### src/rtl/uart_tx_arbiter.sv
// uart_tx_arbiter: shares one byte-wide UART TX path among N_REQ requesters.
// Round-robin arbitration, packet-locked: an owner keeps the UART until its
// byte flagged req_last is accepted.
//
// Ports:
//   clk, rst     system clock, synchronous active-high reset
//   req_valid    per-requester byte valid            [N_REQ]
//   req_data     per-requester byte, slice i*DATA_W  [N_REQ*DATA_W]
//   req_last     per-requester end-of-packet flag    [N_REQ]
//   req_ready    per-requester accept                [N_REQ]
//   tx_valid     byte valid to the UART
//   tx_data      byte to the UART                    [DATA_W]
//   tx_ready     UART accepts the byte
//   grant        one-hot owner, zero when idle       [N_REQ]
//   busy         a packet is owned
//   timeout_evt  one-cycle pulse on a forced release
//
// Optional: define UART_ARB_TIMEOUT_EN to release a grant whose owner has
// kept req_valid low for TIMEOUT locked cycles.

module uart_tx_arbiter #(
    parameter int N_REQ   = 2,
    parameter int DATA_W  = 8,
    parameter int TO_W    = 16,
    parameter int TIMEOUT = 1000
) (
    input  logic                    clk,
    input  logic                    rst,
    input  logic [N_REQ-1:0]        req_valid,
    input  logic [N_REQ*DATA_W-1:0] req_data,
    input  logic [N_REQ-1:0]        req_last,
    output logic [N_REQ-1:0]        req_ready,
    output logic                    tx_valid,
    output logic [DATA_W-1:0]       tx_data,
    input  logic                    tx_ready,
    output logic [N_REQ-1:0]        grant,
    output logic                    busy,
    output logic                    timeout_evt
);

    localparam int IW = (N_REQ > 1) ? $clog2(N_REQ) : 1;

    typedef enum logic {IDLE, LOCK} state_t;

    state_t           r_state;
    state_t           w_state_nxt;
    logic [N_REQ-1:0] r_grant;
    logic [N_REQ-1:0] w_grant_nxt;
    logic [IW-1:0]    r_gidx;
    logic [IW-1:0]    w_gidx_nxt;
    logic [IW-1:0]    r_last_idx;
    logic [IW-1:0]    w_last_nxt;
    logic             w_found;
    logic [IW-1:0]    w_pick;
    logic             w_own_valid;
    logic             w_own_last;
    logic             w_lock;
    logic             w_xfer;
    logic             w_force;

    // Scan starts one past the previous owner so every requester
    // eventually gets a turn.
    always_comb begin
        w_found = 1'b0;
        w_pick  = '0;
        for (int k = 1; k <= N_REQ; k++) begin
            if (!w_found && req_valid[(int'(r_last_idx) + k) % N_REQ]) begin
                w_found = 1'b1;
                w_pick  = IW'((int'(r_last_idx) + k) % N_REQ);
            end
        end
    end

    assign w_lock      = (r_state == LOCK);
    assign w_own_valid = req_valid[r_gidx];
    assign w_own_last  = req_last[r_gidx];

    // Zero-latency pass-through of the owner's channel.
    assign tx_valid  = w_lock & w_own_valid;
    assign tx_data   = w_lock ? req_data[int'(r_gidx)*DATA_W +: DATA_W]
                              : '0;
    assign req_ready = (w_lock && tx_ready) ? r_grant : '0;
    assign w_xfer    = tx_valid & tx_ready;
    assign grant     = r_grant;
    assign busy      = w_lock;

    always_comb begin
        w_state_nxt = r_state;
        w_grant_nxt = r_grant;
        w_gidx_nxt  = r_gidx;
        w_last_nxt  = r_last_idx;
        unique case (r_state)
            IDLE: begin
                if (w_found) begin
                    w_state_nxt         = LOCK;
                    w_grant_nxt         = '0;
                    w_grant_nxt[w_pick] = 1'b1;
                    w_gidx_nxt          = w_pick;
                end
            end
            LOCK: begin
                if ((w_xfer && w_own_last) || w_force) begin
                    w_state_nxt = IDLE;
                    w_grant_nxt = '0;
                    w_last_nxt  = r_gidx;
                end
            end
        endcase
    end

    always_ff @(posedge clk) begin
        if (rst) begin
            r_state    <= IDLE;
            r_grant    <= '0;
            r_gidx     <= '0;
            r_last_idx <= IW'(N_REQ - 1);
        end else begin
            r_state    <= w_state_nxt;
            r_grant    <= w_grant_nxt;
            r_gidx     <= w_gidx_nxt;
            r_last_idx <= w_last_nxt;
        end
    end

`ifdef UART_ARB_TIMEOUT_EN
    logic [TO_W-1:0] r_to_cnt;
    logic            r_to_evt;

    // Only owner silence counts; UART backpressure with data pending
    // is legitimate and never times out.
    assign w_force = w_lock && !w_own_valid
                     && (r_to_cnt == TO_W'(TIMEOUT - 1));

    always_ff @(posedge clk) begin
        if (rst) begin
            r_to_cnt <= '0;
            r_to_evt <= 1'b0;
        end else begin
            r_to_evt <= w_force;
            if (!w_lock || w_xfer || w_force) begin
                r_to_cnt <= '0;
            end else if (!w_own_valid) begin
                r_to_cnt <= r_to_cnt + 1'b1;
            end
        end
    end

    assign timeout_evt = r_to_evt;
`else
    assign w_force     = 1'b0;
    assign timeout_evt = 1'b0;
`endif

endmodule

### config.mk
export PLATFORM = sky130hd
export DESIGN_NAME = uart_tx_arbiter
export DESIGN_NICKNAME = d
export VERILOG_FILES = /design/src/rtl/uart_tx_arbiter.sv
export SDC_FILE = /design/constraint.sdc
export NUM_CORES = 1
export LEC_CHECK = 0
export CAP_MARGIN = 20
export CORE_MARGIN = 5
export CORE_UTILIZATION = 31
export CTS_CLUSTER_SIZE = 12
export DETAILED_ROUTE_END_ITERATION = 8
export MAX_ROUTING_LAYER = met4
export PLACE_DENSITY = 0.81
export SLEW_MARGIN = 20
export SYNTH_ARGS = -nofsm -noshare
export SYNTH_HDL_FRONTEND = slang
export SYNTH_SLANG_ARGS = --single-unit
export TNS_END_PERCENT = 30
### constraint.sdc
create_clock -name clk -period 2 [get_ports clk]
set_input_delay 0.3 -clock clk [delete_from_list [all_inputs] [get_ports clk]]
set_output_delay 0.3 -clock clk [all_outputs]
set_load 0.01 [all_outputs]
Word-level counts from Yosys, hierarchy flattened
Index checks and enable logic that the tools add are counted.
{ "totals": {"input_bits": 23, "output_inout_bits": 15, "regBits": 5} }
{ "op_classes": {"n_bitwise": 5, "n_reduce_logical": 8, "shift": 1, "mux": 24, "add_sub_neg": 2, "eq_ne": 2, "order_cmp": 5} }
{ "op_table": {"columns": ["operator", "n"], "rows": [
  ["2-to-1 mux 1 bit", 17],
  ["variable part select 16 x 5 -> 8 bit", 1],
  ["2-to-1 mux 8 bit", 1],
  ["less-than comparator 2 x 3 -> 1 bit (second input constant)", 2],
  ["2-to-1 mux 2 bit", 3],
  ["AND reduction 2 bit", 3],
  ["logical AND 1 bit", 4],
  ["less-than comparator 1 x 2 -> 1 bit (second input constant)", 2],
  ["one-hot mux 2 bit (2 select lines)", 1],
  ["adder 1 bit (second input constant)", 2],
  ["bitwise AND 1 bit", 2],
  ["bitwise AND 1 bit (first input constant)", 2],
  ["!= test 2 x 1 -> 1 bit (second input constant)", 1],
  ["!= test 2 bit (second input constant)", 1],
  ["one-hot mux 1 bit (2 select lines)", 1],
  ["demux 1 bit (select 1 bit)", 1],
  ["greater-or-equal comparator 1 bit (second input constant)", 1],
  ["logical NOT 1 bit", 1],
  ["NOT 1 bit", 1]
]} }

Longest topological paths before layout
{ "logic_depth": {"depth_word": 15, "ltp_mapped": 4, "ltp_nobuf": 3} }

Worst setup path after synthesis
Ideal clock, no wire load.
{ "synth_path": {"path_kind": "register -> output", "from": "reg r_gidx", "to": "out tx_data[0]", "arrival_ns": 0.897, "path_buffers": 1, "stages_incl_launch_ff": 4, "t_required_ns": 1.700, "path_slack_ns": 0.803, "cell_sequence": "dfxtp_1 > buf_2 > mux2i_1 > nor2b_1"} }
{ "synth_via": {"elab_chain_len": 2} }
{ "synth_lines": {"columns": ["element", "line_no", "rtl"], "rows": [
  ["from (decl)", "49", "logic [IW-1:0] r_gidx;"],
  ["from (signal assigned)", "120", "r_gidx <= w_gidx_nxt;"],
  ["variable part select 16 x 5 -> 8 bit", "80", "assign tx_data = w_lock ? req_data[int'(r_gidx)*DATA_W +: DATA_W]"],
  ["2-to-1 mux 8 bit", "80", null],
  ["to (decl)", "34", "output logic [DATA_W-1:0] tx_data,"]
]} }
No other way between the ends.

Final worst setup path
{ "layout_path": {"from": "reg r_state, in the netlist busy", "to": "out req_ready[0]"} }
{ "layout_via": {"elab_chain_len": 2} }
{ "layout_lines": {"columns": ["element", "line_no", "rtl"], "rows": [
  ["from (decl)", "45", "state_t r_state;"],
  ["from (signal assigned)", "118", "r_state <= w_state_nxt;"],
  ["logical AND 1 bit", "82", "assign req_ready = (w_lock && tx_ready) ? r_grant : '0;"],
  ["2-to-1 mux 2 bit", "82", null],
  ["to (decl)", "32", "output logic [N_REQ-1:0] req_ready,"]
]} }
No other way between the ends.

==> flow_metrics.env <==
export IMPL_layout_drive_gt1_share_pct=5.75
export IMPL_diodes=0
export IMPL_grt_pass1_wl_um=1750
export IMPL_clock_sinks=5
export IMPL_power_leakage_nw=0.299
export IMPL_async_reset_ff_share_pct=0
export IMPL_wl_per_cell_um=11.6
export IMPL_cap_violations=0
export IMPL_h_tree_depth=1
export IMPL_avgSynthCellArea_um2=8.25
export IMPL_synth_flop_cell="dfxtp_1"
export IMPL_grt_max_degree=18
export IMPL_vias=471
export IMPL_setup_violations_final=0
export IMPL_cts_buffers=3
export IMPL_finClkSkew_ns=0.00102
export IMPL_clk_latency_ns=0.23
export IMPL_syn_to_final_growth_pct=99.1
export IMPL_synthMostInstantiatedCell="mux2i_1"
export IMPL_place_gp_congestion=0.723
export IMPL_tns_ns=0
export IMPL_core_area_mm2=0.00127
export IMPL_worstSetupStartpointType="flip-flop"
export IMPL_synth_edf_count=0
export IMPL_synth_common_cells="mux2i_1 (11), nor2b_1 (9), dfxtp_1 (5)"
export IMPL_drc=0
export IMPL_crit_slowest_cell="dfxtp_1"
export IMPL_power_density_mw_per_mm2=522
export IMPL_grt_overflow=0
export IMPL_cp_max_fo=17
export IMPL_fin_hold_ws_ns=0.516
export IMPL_drv_slew=0
export IMPL_cts_setup_buffers=0
export IMPL_crit_arrival_ns=1.58
export IMPL_cp_end_kind="output pin"
export IMPL_fin_area_um2=805
export IMPL_period_minus_slack_ns=1.88
export IMPL_dp_hpwl_um=978
export IMPL_grt_pass1_vias=434
export IMPL_synth_area_um2=404
export IMPL_crit_chain="and3_1, clkdlybuf4s50_1"
export IMPL_via_per_inst=4.62
export IMPL_synthTopCellsByArea="mux2i_1 (27%), dfxtp_1 (25%), nor2b_1 (14%)"
export IMPL_clock_root_buffer="clkbuf_4"
export IMPL_die_h_um=46.1
export IMPL_critPathKind="flip-flop to output pin"
export IMPL_peakVddDrop_mv=0.302
export IMPL_status="finished clean"
export IMPL_hold_class="flip-flop to flip-flop"
export IMPL_slowest_delay_ns=0.59
export IMPL_crit_family="flip-flops"
export IMPL_final_antenna_net_count=0
export IMPL_clk_pin_slew_ns=0.04
export IMPL_die_x_um=46.1
export IMPL_core_rowCount=13
export IMPL_finalCritPeriodShare_pct=94.1
export IMPL_finalHoldViolCount=0
export IMPL_yosysTopAreaCellShare_pct=27.2
export IMPL_ys_types=19
export IMPL_cts_repair_resized=0
export IMPL_synth_nets=72
export IMPL_die_area_mm2=0.00213
export IMPL_dr_pass1_iters=2
export IMPL_first_iter_violations=5
export IMPL_synth_area_leader_cell="mux2i_1"
export IMPL_grt_antenna_before_repair=0
export IMPL_dpl_cell_area_um2=778
export IMPL_initial_core_util_pct=31.9
export IMPL_timing_fmax_ghz=0.531
export IMPL_ys_ff_latch=5
export IMPL_wirelength_um=1190
export IMPL_seq_area_frac_synth_pct=24.8
export IMPL_crit_required_ns=1.70
export IMPL_io_buffers=36
export IMPL_io_pins=38
export IMPL_cts_hold_buf=0
export IMPL_grt_use_total_pct=12.4
export IMPL_cts_tree="done"
export IMPL_worst_path_buf_inv=1
export IMPL_clockBufferDepth=2
export IMPL_yosysWarnings=0
export IMPL_synthCells=49
export IMPL_rsz0062_at_grt="no"
export IMPL_layout_nets=111
==> cells by family (layout without fill, tap and decap cells) <==
| family | after synthesis | after routing | share of synthesized area (%) |
|---|---|---|---|
| DFF | 5 | 5 | 24.8 |
| and+or+nand+nor | 23 | 23 | 34.7 |
| AOI/OAI and AO/OA | 5 | 5 | 7.43 |
| buffers and inverters | 4 | 42 | 4.95 |
| other | 1 | 1 | 0.928 |
| muxes | 11 | 11 | 27.2 |
==> where the power goes <==
part	switching (mW)	internal (mW)
combinational	0.0609	0.122
clock	0.0359	0.0751
sequential	0.0164	0.110
==> stage by stage <==
step                utilization, %  instances  worst slack, ns  power [mW]
floorplan                        -         49            0.803       0.201
global placement              61.3         98            0.132       0.311
detailed placement            61.3         98            0.117       0.312
CTS                           63.4        102           0.0874       0.430
global route                  63.4        102          0.00176       0.451
finish                        63.4        102            0.118       0.420
==> per-layer routing <==
layer  vias to the layer above  global-route usage (%)  wire (um)
li1                        244                       -          -
met4                         0                    10.2         22
met1                       206                    13.2        488
met2                        19                    18.7        586
met5                         -                       -          0
met3                         2                    3.52         89
==> cells in the final DEF (no fill, tap or decap), types with 2 or more instances in the layout <==
| master | n |
|---|---|
| and3_1 | 2 |
| buf_4 | 2 |
| clkbuf_4 | 3 |
| clkdlybuf4s50_1 | 36 |
| dfxtp_1 | 5 |
| mux2i_1 | 11 |
| nand2_1 | 2 |
| nand2b_1 | 2 |
| nand3b_1 | 3 |
| nor2_1 | 3 |
| nor2b_1 | 9 |
| o22ai_1 | 2 |
==> cell type report <==
cell class | count | area [um^2]
fill | 122 | 464
multi-input combinational | 40 | 284
tap | 15 | 18.8
clock buffer | 4 | 26.3
sequential | 5 | 100
timing repair buffer | 38 | 375
==> sequential cells by signal, indices dropped and copies added, names as in the netlist <==
signal      flops
grant           2
r_gidx          1
busy            1
r_last_idx      1
==> final timing paths <==
path / startpoint / endpoint / slack [ns] / cells after the start
hold / removal: grant[0]$_SDFFE_PP0P_ / grant[0]$_SDFFE_PP0P_ / 0.52 / 2
setup / recovery: busy$_SDFF_PP0_ / req_ready[0] / 0.12 / 2
hold reg to reg: grant[0]$_SDFFE_PP0P_ / grant[0]$_SDFFE_PP0P_ / 0.52 / 2
setup reg to reg: busy$_SDFF_PP0_ / r_last_idx$_SDFFE_PP1P_ / 0.77 / 2
==> worst min-delay path: cells and delay by family, from the launching register on <==
kind | cells | cell delay [ns]
flops | 1 | 0.32
compound gates | 1 | 0.07
simple gates | 1 | 0.08
(Power assumes the default switching activity.)
